--- src/rtl/prefix_add_pkg.sv ---
// Shared constants for the prefix_add arithmetic block.
package prefix_add_pkg;

  // Operand width used when the instantiating code does not override WIDTH.
  localparam int unsigned PA_DEFAULT_WIDTH = 8;

endpackage : prefix_add_pkg

--- src/rtl/prefix_add_cell.sv ---
// Kogge-Stone black cell: combines the (G,P) pair of a higher-order group
// with the (G,P) pair of the adjacent lower-order group.
module prefix_cell (
  input  logic gi,
  input  logic pi,
  input  logic gj,
  input  logic pj,
  output logic go,
  output logic po
);

  // (G,P) o (G',P') = (G | P&G', P&P')
  always_comb begin
    go = gi | (pi & gj);
    po = pi & pj;
  end

endmodule : prefix_cell

--- src/rtl/prefix_add.sv ---
// Registered WIDTH-bit Kogge-Stone adder: {cout,S} = a + b + cin, one cycle
// latency, a new operand set accepted every clock.
module prefix_add
  import prefix_add_pkg::*;
#(
  parameter int unsigned WIDTH = PA_DEFAULT_WIDTH
) (
  input  logic             clk,
  input  logic             rst,
  input  logic [WIDTH-1:0] a,
  input  logic [WIDTH-1:0] b,
  input  logic             cin,
  output logic [WIDTH-1:0] S,
  output logic             cout
);

  localparam int unsigned LEVELS = $clog2(WIDTH);

  logic [WIDTH-1:0] g0;
  logic [WIDTH-1:0] p0;
  logic [WIDTH-1:0] gf;
  logic [WIDTH-1:0] p_all_unused;
  logic [WIDTH-1:0] sum_d;
  logic             cout_d;
  logic [WIDTH-1:0] sum_q;
  logic             cout_q;

  // Per-bit generate/propagate, with cin folded into the bit-0 generate so
  // the tree yields carries that already include the carry-in.
  always_comb begin
    p0    = a ^ b;
    g0    = a & b;
    g0[0] = (a[0] & b[0]) | (p0[0] & cin);
  end

  // log2(WIDTH) levels; level lv combines each node with the one 2**lv below.
  for (genvar lv = 0; lv < LEVELS; lv++) begin : stage
    localparam int unsigned SPAN = 1 << lv;
    logic [WIDTH-1:0] gin;
    logic [WIDTH-1:0] pin;
    logic [WIDTH-1:0] gout;
    logic [WIDTH-1:0] pout;

    if (lv == 0) begin : src0
      assign gin = g0;
      assign pin = p0;
    end else begin : srcn
      assign gin = stage[lv-1].gout;
      assign pin = stage[lv-1].pout;
    end

    for (genvar i = 0; i < WIDTH; i++) begin : node
      if (i >= SPAN) begin : black
        prefix_cell u_cell (
          .gi (gin[i]),
          .pi (pin[i]),
          .gj (gin[i-SPAN]),
          .pj (pin[i-SPAN]),
          .go (gout[i]),
          .po (pout[i])
        );
      end else begin : buffer
        assign gout[i] = gin[i];
        assign pout[i] = pin[i];
      end
    end
  end

  assign gf = stage[LEVELS-1].gout;
  // Whole-group propagate out of the final level has no consumer.
  assign p_all_unused = stage[LEVELS-1].pout;

  // Carry into bit i is the group generate of bits [i-1:0]; bit 0 takes cin.
  always_comb begin
    sum_d  = p0 ^ {gf[WIDTH-2:0], cin};
    cout_d = gf[WIDTH-1];
  end

  // Result register; reset clears it asynchronously, dropping any pending sum.
  always_ff @(posedge clk or posedge rst) begin
    if (rst) begin
      sum_q  <= '0;
      cout_q <= 1'b0;
    end else begin
      sum_q  <= sum_d;
      cout_q <= cout_d;
    end
  end

  assign S    = sum_q;
  assign cout = cout_q;

endmodule : prefix_add

--- config.mk ---
export PLATFORM = sky130hd
export DESIGN_NAME = prefix_add
export DESIGN_NICKNAME = d
export VERILOG_FILES = /design/src/rtl/prefix_add_pkg.sv /design/src/rtl/prefix_add_cell.sv /design/src/rtl/prefix_add.sv
export SDC_FILE = /design/constraint.sdc
export NUM_CORES = 1
export LEC_CHECK = 0
export CAP_MARGIN = 20
export CORE_UTILIZATION = 40
export CTS_BUF_LIST = sky130_fd_sc_hd__clkbuf_16
export DETAILED_ROUTE_END_ITERATION = 7
export PLACE_DENSITY = 0.78
export SKIP_LAST_GASP = 1
export SYNTH_ARGS = -nofsm -noshare
export SYNTH_HDL_FRONTEND = slang
export SYNTH_HIERARCHICAL = 1
export SYNTH_SLANG_ARGS = --single-unit
--- constraint.sdc ---
create_clock -name clk -period 1 [get_ports clk]
set_input_delay 0.15 -clock clk [delete_from_list [all_inputs] [get_ports clk]]
set_output_delay 0.15 -clock clk [all_outputs]
set_load 0.01 [all_outputs]
Word level (Yosys, flattened, before mapping)
Cells that the tools add are included. Widths: inputs -> output; s select.

Register bits: 9. Word-level logic and storage cells: 52.

Bitwise operators: 50.

Operator list (number): $and 1x1->1 (29); $or 1x1->1 (18); $xor 8x8->8 (2); $and 8x8->8 (1).

Longest topological paths before layout
Word-level depth: 9. Gate-level depth with buffers: 5.

Modules after synthesis
Netlist, hierarchy kept.

Modules (own cells, without submodules): prefix_add (instances 1, cells each 26, area each 410.4 µm², sequential area each 225.2 µm²); prefix_cell (instances 17, cells each 2, area each 15.0 µm², sequential area each 0.0 µm²).

Least setup slack after synthesis
No wires, ideal clock.

Kind: input port to flip-flop. Start point: in a[2]. End point: reg sum_q[6], in the netlist S[6]. Arrival time: 1.158 ns. Setup slack: -0.281 ns. Stages on the path: 5. Buffers on the path: 0. Cell sequence: ha_1 -> and2_2 -> and2_2 -> a21o_1 -> xor2_1.

RTL lines: from (decl) (line prefix_add.sv:10) `input logic [WIDTH-1:0] a,`; $xor 8x8->8 (line prefix_add.sv:31) `p0 = a ^ b;`; $and 1x1->1 (line prefix_add_cell.sv:15) `po = pi & pj;`; named net stage[0].pout[3] (line prefix_add.sv:42) `logic [WIDTH-1:0] pout;`; $and 1x1->1 (line prefix_add_cell.sv:15); named net stage[1].pout[5] (line prefix_add.sv:42); $and 1x1->1 (line prefix_add_cell.sv:14) `go = gi | (pi & gj);`; $or 1x1->1 (line prefix_add_cell.sv:14); named net gf[5] (line prefix_add.sv:21) `logic [WIDTH-1:0] gf;`; $xor 8x8->8 (line prefix_add.sv:75) `sum_d = p0 ^ {gf[WIDTH-2:0], cin};`; named net sum_d[6] (line prefix_add.sv:23) `logic [WIDTH-1:0] sum_d;`; to (signal assigned) (line prefix_add.sv:85) `sum_q <= sum_d;`; to (decl) (line prefix_add.sv:25) `logic [WIDTH-1:0] sum_q;`.

The timed path passes the listed nets, and every way through them passes these cells.

Worst setup path in the final report
Start point: in b[2]. End point: reg sum_q[7], in the netlist S[7].

Longest elaborated chain between the ends: 7.

Ends and longest elaborated chain: from (decl) (line prefix_add.sv:11) `input logic [WIDTH-1:0] b,`; $xor 8x8->8 (line prefix_add.sv:31); named net p0[2] (line prefix_add.sv:20) `logic [WIDTH-1:0] p0;`; $and 1x1->1 (line prefix_add_cell.sv:14); $or 1x1->1 (line prefix_add_cell.sv:14); named net stage[0].gout[2] (line prefix_add.sv:41) `logic [WIDTH-1:0] gout;`; $or 1x1->1 (line prefix_add_cell.sv:14); named net gf[2] (line prefix_add.sv:21); $and 1x1->1 (line prefix_add_cell.sv:14); $or 1x1->1 (line prefix_add_cell.sv:14); named net gf[6] (line prefix_add.sv:21); $xor 8x8->8 (line prefix_add.sv:75); named net sum_d[7] (line prefix_add.sv:23).

The timed path passes the listed nets, and every way through them passes these cells.

==> reports/metrics.cfg <==
[die]
rows=13
dieArea_mm2=0.001661
initial_core_util=0.4449
ioPinCount=28
dieHeight_um=40.75
core_mm2=0.001350
fp.dieW_um=40.75

[run]
drv_cap=0

[layout]
final_util=0.8517
drive_above_1_share=0.5758
layout.nets=127
n_fill_cell=71
final_cell_area_mm2=0.001150
area_growth_pct=91.46
num_antenna_cells=0
layoutNonFillerInstCount=114

[logic_synthesis]
synth_warnings=6
netlist_area_um2=600.6
synthCells=52
avgSynthCellArea_um2=11.55
syn-num-nets=79

[power]
peakVddDrop_mv=0.7906
p_per_area_mw_per_mm2=1544
power_mw=1.776
p_leak_nw=0.6310

[grt]
track_usage=0.2137
globalRouteOverflowTotal=0
antenna_found_initial=0
grt_pass1_wl_um=2304
grt_max_degree=10
grt_pass1_vias=532

[timing]
worst_slack_ps=-79.15
fin_setup_tns_ps=-337.7
drv_slew=0
setup_viol=5
max_slew_margin=0.7927
min_period_over_period=1.079
fmax_mhz=926.7
worst_pin_slew_ps=310.6
rsz0062_at_grt=yes
period_needed_ps=1079
holdWs_ps=183.4
hold_viol=0

[clock_tree]
cts_htree_levels=1
cts_hold_repair.buffers=0
clock_sinks=9
cts_tree=built
cts_buffers=3
path_clk_slew_ps=40
cts_root_buf=clkbuf_16
clockBufferDepth=2

[route]
ant_nets=0
dr.pass1.iters=4
post_drt_wl_per_cell_um=15.04
num_vias=576
avgViaCountPerCell=5.053
drt_iter0_drc=12
route.detailed.drc=0
drt-total-wl_um=1714

[critical_path]
required_ps=1110
startpoint=b[2]
worstSetupPathType=input pin to flop
arrival_ps=1190
endpoint_kind=flop
worstSetupStartpointType=input pin
cp_max_fo=4

[min_path]
hp-class=input pin to asynchronous set/reset pin

[place]
portBuffers=27
gp_congestion=0.7637
placed_cells=104
dp_slack_ps=-693.8
dpl.hpwl_um=1053
placedInstanceArea_mm2=0.001046

[outcome]
status=finished, violations left
failed_checks=setup timing

==> critical path, stage by stage <==
cell,delay [ps]
buf_6,100
ha_4,250
a21o_1,180
a21o_1,180
a21o_1,180
xor2_1,160
==> where the power goes <==
| part | switching (mW) | internal, mW |
|---|---|---|
| Clock | 0.172 | 0.522 |
| Combinational | 0.254 | 0.366 |
| Sequential | 0.0234 | 0.438 |
| Total | 0.450 | 1.33 |
==> timing repair <==
item / 4_1_cts / 5_1_grt
setup buffers: 4 / 2
gates resized for setup: 85 / 12
endpoints found under the setup margin: 17 / 10
pin swaps: 22 / 19
==> placed cells by master, fill, tap and decap left out <==
| cell | instances |
|---|---|
| and2_4 | 8 |
| and2_2 | 2 |
| buf_4 | 14 |
| clkdlybuf4s50_1 | 1 |
| dlygate4sd2_1 | 2 |
| a21o_1 | 17 |
| xor2_2 | 2 |
| dfrtp_1 | 9 |
| clkbuf_16 | 3 |
| clkdlybuf4s15_1 | 6 |
| fa_2 | 1 |
| buf_6 | 7 |
| buf_2 | 9 |
| inv_1 | 2 |
| xor2_1 | 5 |
| clkbuf_2 | 4 |
| ha_4 | 7 |
==> final cells by class <==
type	count	area, µm²	area share
Multi-Input combinational cell	42	486.7	0.4233
Timing Repair Buffer	43	336.6	0.2927
Sequential cell	9	225.2	0.1959
Clock buffer	3	75.07	0.06529
Tap cell	15	18.77	0.01632
Clock inverter	1	3.754	0.003264
Inverter	1	3.754	0.003264
==> routing by layer <==
| layer | share of wire | up-vias | global-route usage |
|---|---|---|---|
| met5 | 0 | - | 0 |
| met4 | 0.027 | 0 | 0.1500 |
| met3 | 0.051 | 6 | 0.02717 |
| met2 | 0.47 | 26 | 0.3532 |
| met1 | 0.45 | 273 | 0.2524 |
| li1 | - | 271 | - |
==> state kept, by name, summed over array words and instances (netlist names) <==
signal,flops
cout,1
S,8
==> worst paths after layout <==
path,slack [ps],endpoint,depth (start not counted)
max,-80,S[7]$_DFF_PP0_,6
min,180,S[7]$_DFF_PP0_,2
max in group asynchronous,580,S[0]$_DFF_PP0_,2
min in group clk,200,S[0]$_DFF_PP0_,2
No activity file was read; power rests on OpenSTA's default activity.
